[src/rtl/vga_capture.sv]
// vga_capture
//   Receive side of the VGA link. Samples an incoming active-low-sync RGB
//   stream, runs a replica of the transmitter's phase/h/line counters that is
//   realigned on every sync fall, qualifies lock over several frames and then
//   writes every visible pixel into the framebuffer.
//   The H/V timing parameters default to 640x480@60 and exist only so a
//   shortened raster can be used; production instances keep the defaults.
// Ports
//   i_Clock            system clock (single clock domain)
//   i_Reset_N          asynchronous active-low reset
//   i_RGB              incoming pixel data
//   i_Horizontal_Sync  active-low hsync
//   i_Vertical_Sync    active-low vsync
//   o_Fb_Write_Addr    framebuffer address, line*H_ACTIVE + h
//   o_Fb_Write_Data    sampled pixel
//   o_Fb_Write_Enable  one-cycle write strobe
//   o_Locked           high while the tracker is locked
//   o_Frame_Start      pulse together with the strobe for line 0, h 0
module vga_capture #(
  parameter int BITS_PER_PIXEL   = 3,
  parameter int CLOCKS_PER_PIXEL = 4,
  parameter int FRAMES_TO_LOCK   = 2,
  parameter int H_ACTIVE         = 640,
  parameter int H_FRONT          = 16,
  parameter int H_SYNC           = 96,
  parameter int H_BACK           = 48,
  parameter int V_ACTIVE         = 480,
  parameter int V_FRONT          = 10,
  parameter int V_SYNC           = 2,
  parameter int V_BACK           = 33
) (
  input  logic                      i_Clock,
  input  logic                      i_Reset_N,
  input  logic [BITS_PER_PIXEL-1:0] i_RGB,
  input  logic                      i_Horizontal_Sync,
  input  logic                      i_Vertical_Sync,
  output logic [31:0]               o_Fb_Write_Addr,
  output logic [BITS_PER_PIXEL-1:0] o_Fb_Write_Data,
  output logic                      o_Fb_Write_Enable,
  output logic                      o_Locked,
  output logic                      o_Frame_Start
);

  localparam int H_TOTAL = H_ACTIVE + H_FRONT + H_SYNC + H_BACK;
  localparam int V_TOTAL = V_ACTIVE + V_FRONT + V_SYNC + V_BACK;

  localparam logic [15:0] H_LAST       = 16'(H_TOTAL - 1);
  localparam logic [15:0] H_SYNC_START = 16'(H_ACTIVE + H_FRONT);
  localparam logic [15:0] H_SYNC_PRE   = 16'(H_ACTIVE + H_FRONT - 1);
  localparam logic [15:0] H_VISIBLE    = 16'(H_ACTIVE);
  localparam logic [15:0] V_LAST       = 16'(V_TOTAL - 1);
  localparam logic [15:0] V_SYNC_START = 16'(V_ACTIVE + V_FRONT);
  localparam logic [15:0] V_SYNC_PRE   = 16'(V_ACTIVE + V_FRONT - 1);
  localparam logic [15:0] V_VISIBLE    = 16'(V_ACTIVE);
  localparam logic [7:0]  PHASE_LAST   = 8'(CLOCKS_PER_PIXEL - 1);
  localparam logic [7:0]  PHASE_SAMPLE = 8'(CLOCKS_PER_PIXEL / 2);
  localparam logic [7:0]  LOCK_COUNT   = 8'(FRAMES_TO_LOCK);

  typedef enum logic [1:0] {
    SEARCH = 2'd0,
    TRACK  = 2'd1,
    LOCKED = 2'd2
  } state_t;

  // [0] and [1] form the synchronizer, [2] is the previous value for edge detect
  logic [2:0]                hs_r;
  logic [2:0]                vs_r;
  logic [BITS_PER_PIXEL-1:0] rgb_s1_r;
  logic [BITS_PER_PIXEL-1:0] rgb_s2_r;

  logic [7:0]  phase_r;
  logic [15:0] h_r;
  logic [15:0] line_r;
  state_t      state_r;
  state_t      state_next_s;
  logic [7:0]  match_cnt_r;
  logic [7:0]  match_cnt_next_s;

  logic h_fall_s;
  logic v_fall_s;
  logic pix_end_s;
  logic line_end_s;
  logic h_expect_s;
  logic v_expect_s;
  logic sync_err_s;
  logic sample_s;

  // Synchronize the asynchronous video inputs; syncs idle high out of reset
  always_ff @(posedge i_Clock or negedge i_Reset_N) begin
    if (!i_Reset_N) begin
      hs_r     <= 3'b111;
      vs_r     <= 3'b111;
      rgb_s1_r <= {BITS_PER_PIXEL{1'b1}};
      rgb_s2_r <= {BITS_PER_PIXEL{1'b1}};
    end else begin
      hs_r     <= {hs_r[1:0], i_Horizontal_Sync};
      vs_r     <= {vs_r[1:0], i_Vertical_Sync};
      rgb_s1_r <= i_RGB;
      rgb_s2_r <= rgb_s1_r;
    end
  end

  // Edge detection and expected-edge positions of the replica counters.
  // A fall is matched exactly when it coincides with its expected cycle, so
  // any disagreement between "fall seen" and "fall expected" is a loss.
  always_comb begin
    h_fall_s   = hs_r[2] & ~hs_r[1];
    v_fall_s   = vs_r[2] & ~vs_r[1];
    pix_end_s  = (phase_r == PHASE_LAST);
    line_end_s = pix_end_s && (h_r == H_LAST);
    h_expect_s = pix_end_s && (h_r == H_SYNC_PRE);
    v_expect_s = line_end_s && (line_r == V_SYNC_PRE);
    sync_err_s = (h_fall_s != h_expect_s) || (v_fall_s != v_expect_s);
  end

  // Replica of the transmitter counters, realigned on sync falls in every state
  always_ff @(posedge i_Clock or negedge i_Reset_N) begin
    if (!i_Reset_N) begin
      phase_r <= 8'd0;
      h_r     <= 16'd0;
      line_r  <= 16'd0;
    end else begin
      if (h_fall_s) begin
        phase_r <= 8'd0;
        h_r     <= H_SYNC_START;
      end else if (pix_end_s) begin
        phase_r <= 8'd0;
        h_r     <= (h_r == H_LAST) ? 16'd0 : h_r + 16'd1;
      end else begin
        phase_r <= phase_r + 8'd1;
      end
      // An hsync realignment replaces the h wrap, so it must not bump the line
      if (v_fall_s) begin
        line_r <= V_SYNC_START;
      end else if (line_end_s && !h_fall_s) begin
        line_r <= (line_r == V_LAST) ? 16'd0 : line_r + 16'd1;
      end
    end
  end

  // Lock qualification next-state logic
  always_comb begin
    state_next_s     = state_r;
    match_cnt_next_s = match_cnt_r;
    case (state_r)
      SEARCH: begin
        if (v_fall_s) begin
          state_next_s     = TRACK;
          match_cnt_next_s = 8'd0;
        end else begin
          state_next_s = SEARCH;
        end
      end
      TRACK: begin
        if (sync_err_s) begin
          state_next_s = SEARCH;
        end else if (v_fall_s) begin
          match_cnt_next_s = match_cnt_r + 8'd1;
          if (match_cnt_r + 8'd1 >= LOCK_COUNT) begin
            state_next_s = LOCKED;
          end else begin
            state_next_s = TRACK;
          end
        end else begin
          state_next_s = TRACK;
        end
      end
      LOCKED: begin
        if (sync_err_s) begin
          state_next_s = SEARCH;
        end else begin
          state_next_s = LOCKED;
        end
      end
      default: begin
        state_next_s     = SEARCH;
        match_cnt_next_s = 8'd0;
      end
    endcase
  end

  // Lock qualification state register
  always_ff @(posedge i_Clock or negedge i_Reset_N) begin
    if (!i_Reset_N) begin
      state_r     <= SEARCH;
      match_cnt_r <= 8'd0;
    end else begin
      state_r     <= state_next_s;
      match_cnt_r <= match_cnt_next_s;
    end
  end

  // Mid-pixel sample point of a visible pixel; a cycle that loses lock never writes
  always_comb begin
    sample_s = (state_r == LOCKED) && !sync_err_s && (phase_r == PHASE_SAMPLE) &&
               (h_r < H_VISIBLE) && (line_r < V_VISIBLE);
  end

  // Registered framebuffer write port and status outputs
  always_ff @(posedge i_Clock or negedge i_Reset_N) begin
    if (!i_Reset_N) begin
      o_Fb_Write_Addr   <= 32'd0;
      o_Fb_Write_Data   <= {BITS_PER_PIXEL{1'b0}};
      o_Fb_Write_Enable <= 1'b0;
      o_Locked          <= 1'b0;
      o_Frame_Start     <= 1'b0;
    end else begin
      o_Fb_Write_Enable <= sample_s;
      o_Frame_Start     <= sample_s && (h_r == 16'd0) && (line_r == 16'd0);
      o_Locked          <= (state_next_s == LOCKED);
      if (sample_s) begin
        o_Fb_Write_Addr <= 32'(line_r) * 32'(H_ACTIVE) + 32'(h_r);
        o_Fb_Write_Data <= rgb_s2_r;
      end
    end
  end

endmodule

[config.mk]
export PLATFORM = sky130hd
export DESIGN_NAME = vga_capture
export DESIGN_NICKNAME = d
export VERILOG_FILES = /design/src/rtl/vga_capture.sv
export SDC_FILE = /design/constraint.sdc
export NUM_CORES = 1
export LEC_CHECK = 0
export CORE_ASPECT_RATIO = 0.7
export CORE_MARGIN = 4
export CORE_UTILIZATION = 50
export CTS_CLUSTER_SIZE = 10
export DETAILED_ROUTE_END_ITERATION = 16
export PLACE_DENSITY_LB_ADDON = 0.08
export SLEW_MARGIN = 0
export SYNTH_ARGS = -nofsm -noshare
export SYNTH_HDL_FRONTEND = slang
export SYNTH_SLANG_ARGS = --single-unit
[constraint.sdc]
create_clock -name i_Clock -period 4.93 [get_ports i_Clock]
set_input_delay 1.479 -clock i_Clock [delete_from_list [all_inputs] [get_ports i_Clock]]
set_output_delay 1.479 -clock i_Clock [all_outputs]
set_load 0.03 [all_outputs]
# After elaboration in Yosys (flattened, before gate mapping)
# Index checks and enable logic that the tools add are counted.
[classes] n_eq_ne=14 reduce_logical=19 n_mux=18 mul=1 order_cmp=3 addsub=5 n_bitwise=5
[ops] operator="16-bit two-way mux" n=6
[ops] operator="16-bit by 10-bit equality test with 1-bit output (second input constant)" n=3
[ops] operator="8-bit two-way mux" n=5
[ops] operator="16-bit by 1-bit adder with 16-bit output (second input constant)" n=2
[ops] operator="16-bit logical NOT" n=2
[ops] operator="26-bit by 16-bit adder with 27-bit output" n=1
[ops] operator="8-bit case mux with 3 select lines" n=1
[ops] operator="16-bit by 3-bit multiplier with 19-bit output (second input constant)" n=1
[ops] operator="8-bit by 1-bit adder with 8-bit output (second input constant)" n=2
[ops] operator="16-bit by 9-bit equality test with 1-bit output (second input constant)" n=1
[ops] operator="8-bit by 2-bit equality test with 1-bit output (second input constant)" n=2
[ops] operator="16-bit by 10-bit less-than comparator with 1-bit output (second input constant)" n=1
[ops] operator="16-bit by 9-bit less-than comparator with 1-bit output (second input constant)" n=1
[ops] operator="1-bit logical AND" n=10
[ops] operator="8-bit by 2-bit greater-or-equal comparator with 1-bit output (second input constant)" n=1
[ops] operator="2-bit two-way mux" n=4
[ops] operator="2-bit inequality test (second input constant)" n=3
[ops] operator="2-bit case mux with 3 select lines" n=1
[ops] operator="2-bit equality test (second input constant)" n=2
[ops] operator="4-bit AND reduction" n=1
[ops] operator="2-bit nonzero test" n=2
[ops] operator="1-bit NOT" n=3
[ops] operator="1-bit bitwise AND" n=2
[ops] operator="2-bit by 1-bit equality test with 1-bit output (second input constant)" n=1
[ops] operator="other kinds (5)" n=7
[totals] inputBits=7 regBits=100 elab_cells=79 out_inout_bits=38

# Logic depth before layout (Yosys ltp)
[logic_depth] word_depth=12 mapped_depth=13 ltp_nobuf=13

# Worst setup path before layout
# OpenSTA, ideal clock, no wires.
[synth_path] path_type="reg2reg" start="reg line_r[1]" end="reg o_Fb_Write_Addr[23]" path_slack_ps=1423 t_arrival_ps=3438 n_path_buf=0 period_less_slack_ps=3507 path_stages_with_launch=12 required_ps=4861 setup_ps=69 cell_sequence="dfrtp_1 > ha_1 > ha_1 > fa_1 > a211oi_1 > o211ai_1 > and4_1 > or3_4 > a311oi_4 > nand3_2 > or4_1 > nand3_1"
[synth_via] elab_chain_cells=9 elab_cells_between_ends=12 classes_between="1 x add/sub; 1 x mul; 1 x order compare; 2 x eq/ne; 7 x reduce/logical"
[synth_rtl] element="from (decl)" line="73" text="logic [15:0] line_r;"
[synth_rtl] element="from (signal assigned)" line="136" text="line_r <= (line_r == V_LAST) ? 16'd0 : line_r + 16'd1;"
[synth_rtl] element="parallel branches: the longest is 9 deep, another holds 26-bit by 16-bit adder with 27-bit output"
[synth_rtl] element="to (signal assigned)" line="212" text="o_Fb_Write_Addr <= 32'(line_r) * 32'(H_ACTIVE) + 32'(h_r);"
[synth_rtl] element="to (decl)" line="37" text="output logic [31:0] o_Fb_Write_Addr,"
# Parallel ways; which one is timed is not known.
# A chain may end at the register's enable or synchronous reset.

# Worst setup path in the final report
# Same ends and word-level chain as after synthesis.

==> reports/metrics.csv <==
metric;value;unit
crit path capture type;register;
post-synthesis adder-cell area fraction;10.4;%
GPL Wtd Cong;0.853;
Peak VDD IR;174;µV
final wirelength;13100;µm
Final Net Count;753;
complex-gate fraction of the synthesized area;14.4;%
Final Cycle Share;77.7;%
Post-synth EDFFs;0;
Slew @ Worst Pin;0.916;ns
DRC;0;
largest family of logic cells by synthesized area;simple AND/OR/NAND/NOR gates;
post-route cell area;0.00676;mm²
fraction of layout cells with a size suffix above 1;6.54;%
IO Count;45;
die area;0.0137;mm²
total power;0.00178;W
Max FO, Critical Path;6;
Clock Skew;0.00968;ns
register area share after synthesis;40.4;%
DRT iter0 DRCs;378;
post-DP HPWL;9840;µm
final setup vio count;0;
CTS Buf Count;9;
Static Leak;3.04;nW
fin util;59.9;%
number of vias per cell;5.73;
CTS root buf;clkbuf_16;
initial antenna violation count;0;
Netlist cell types;62;
post-synthesis mux area share;0.697;%
Initial Util;52.5;%
syn avg cell area;9.01;µm²
vias in the first global route;4520;
drt pass-1 iters;5;
Data required, critical path;5.22;ns
vias;4906;
clock slew at reported path FFs;0.07;ns
RSZ-0062 raised after global routing;false;
gr usage total;19.5;%
Post-CTS Hold Buffers;0;
Hold Crit Class;register to register;
post-cts resize count;0;
YS warnings;0;
top-count cell post-synth;nand2_1;
P per Cell Area;263;mW/mm²
area of the mapped netlist;0.00593;mm²
top post-synthesis cells by count;102 x nand2_1, 83 x dfrtp_1, 58 x nor2_1;
crit path launch type;register;
number of setup buffers added after CTS;0;
pins over their slew limit;0;
Yosys top cell area share;35.0;%
Port Buf Inserts;39;
post-route ant nets;0;
top cells by area, synth;dfrtp_1 35%, ha_1 9.7%, nand2_1 6.5%;
largest net degree at the start of global routing;74;
reg2reg path depth;11;
run status;complete, no violations;
placed cell area;0.00647;mm²
Die Wd;138;µm
xor/xnor cell area share of the yosys netlist;6.80;%
grt ovf;0;
# diodes;0;
Synth Area in Simple Gates;24.9;%
cell count after synthesis;658;
Worst Path Class, Setup;register to register;
synthesized flop and latch total;95;
CTS sink cnt;95;
hold path cells;0;
Yosys top cell by area;dfrtp_1;
Die Ht;99.1;µm
final worst path period need;3.83;ns
Layout area overhead;14.1;%
worst rel slew slack;39.0;%
placed insts;840;
non-filler cells, final;856;
Max clock buf depth;2;
Fmax;261;MHz
dominant synthesized flop cell;dfrtp_1;
TritonCTS clock tree;yes;
latest clock arrival within the worst-skew pair;0.35;ns
CORE AREA;0.0113;mm²
Critical Path AT;4.12;ns
H-tree depth;3;
final hold violations;0;
Row Count;32;
first-pass GRT wire length;22300;µm
fraction of registers with async set/reset;100;%
Max-Cap Viols;0;
TNS Setup;0;ns
drt wl/cell;15.3;µm
==> worst paths after layout <==
| path | slack, ns | to | from |
|---|---|---|---|
| min reg2reg | 0.36 | hs_r[1] | hs_r[0] |
| max reg2reg | 1.10 | o_Fb_Write_Addr[23] | line_r[1] |
| min | 0.36 | hs_r[1] | hs_r[0] |
| max | 1.10 | o_Fb_Write_Addr[23] | line_r[1] |
| max in group asynchronous | 2.74 | hs_r[2] | i_Reset_N |
| min in group asynchronous | 1.25 | o_Fb_Write_Addr[25] | i_Reset_N |
==> through the flow <==
step | hold WS [ns] | setup WS [ns]
after floorplan | 0.345 | 1.42
after global placement | 0.346 | 1.27
after detailed placement | 0.349 | 1.12
after CTS | 0.360 | 1.11
after global routing | 0.363 | 0.864
final | 0.358 | 1.10
==> cell usage in the layout, fill, tap and decap left out, types with 6 or more instances in the layout <==
| cell type | instances |
|---|---|
| o21a_1 | 6 |
| clkdlybuf4s50_1 | 38 |
| nor4_1 | 9 |
| nor3_1 | 12 |
| ha_1 | 46 |
| dfrtp_1 | 83 |
| a21o_1 | 7 |
| clkbuf_16 | 9 |
| nand4_1 | 21 |
| and2_1 | 9 |
| dfstp_2 | 12 |
| nand2_1 | 102 |
| nand3_1 | 25 |
| a21oi_1 | 23 |
| inv_1 | 14 |
| o21ai_0 | 50 |
| and3_1 | 12 |
| nor2_1 | 58 |
| nand2b_1 | 8 |
| xor2_1 | 28 |
| nor2b_1 | 8 |
| xnor2_1 | 18 |
==> flip-flops by register name (all words and copies together), names as in the netlist, 2 cells and up <==
register / flops
o_Fb_Write_Data: 3
match_cnt_r: 8
line_r: 16
hs_r: 3
rgb_s1_r: 3
o_Fb_Write_Addr: 27
rgb_s2_r: 3
phase_r: 8
h_r: 16
state_r: 2
vs_r: 3
==> cell type report <==
class / count / area [µm²]
Clock buffer: 10 / 239
Clock inverter: 6 / 53.8
Fill cell: 1001 / 4530
Inverter: 15 / 56.3
Multi-Input combinational cell: 534 / 3410
Sequential cell: 95 / 2390
Tap cell: 153 / 191
Timing Repair Buffer: 43 / 418
==> where the power goes <==
group	leakage, nW	internal (W)	total, W	switching [W]
Combinational	1.66	0.0000797	0.000223	0.000144
Clock	0.141	0.000364	0.000678	0.000314
Sequential	1.23	0.000824	0.000877	0.0000530
==> cell families after synthesis <==
kind of cell               after synthesis
and+or+nand+nor                        298
AOI/OAI and AO/OA                      133
DFF                                     95
adders and majority gates               48
xor gates and xnor gates                46
buffers and inverters                   33
muxes                                    4
other                                    1
==> layer usage <==
metal | vias to the layer above | track usage (%) | routed length (µm)
li1 | 2431 | - | -
met1 | 2320 | 28.4 | 6640
met2 | 143 | 30.2 | 5720
met3 | 12 | 4.04 | 634
met4 | 0 | 4.56 | 123
met5 | - | 0 | 0
==> worst max-delay path, cell delays in order, from the launching register on <==
cell and delay (ns):
dfrtp_1 0.45, ha_1 0.33, ha_1 0.24, fa_1 0.44
a211oi_1 0.44, o211ai_1 0.15, and4_1 0.22, or3_4 0.41
a311oi_4 0.35, nand3_2 0.14, or4_1 0.50, nand3_1 0.10
(Power assumes the default switching activity.)
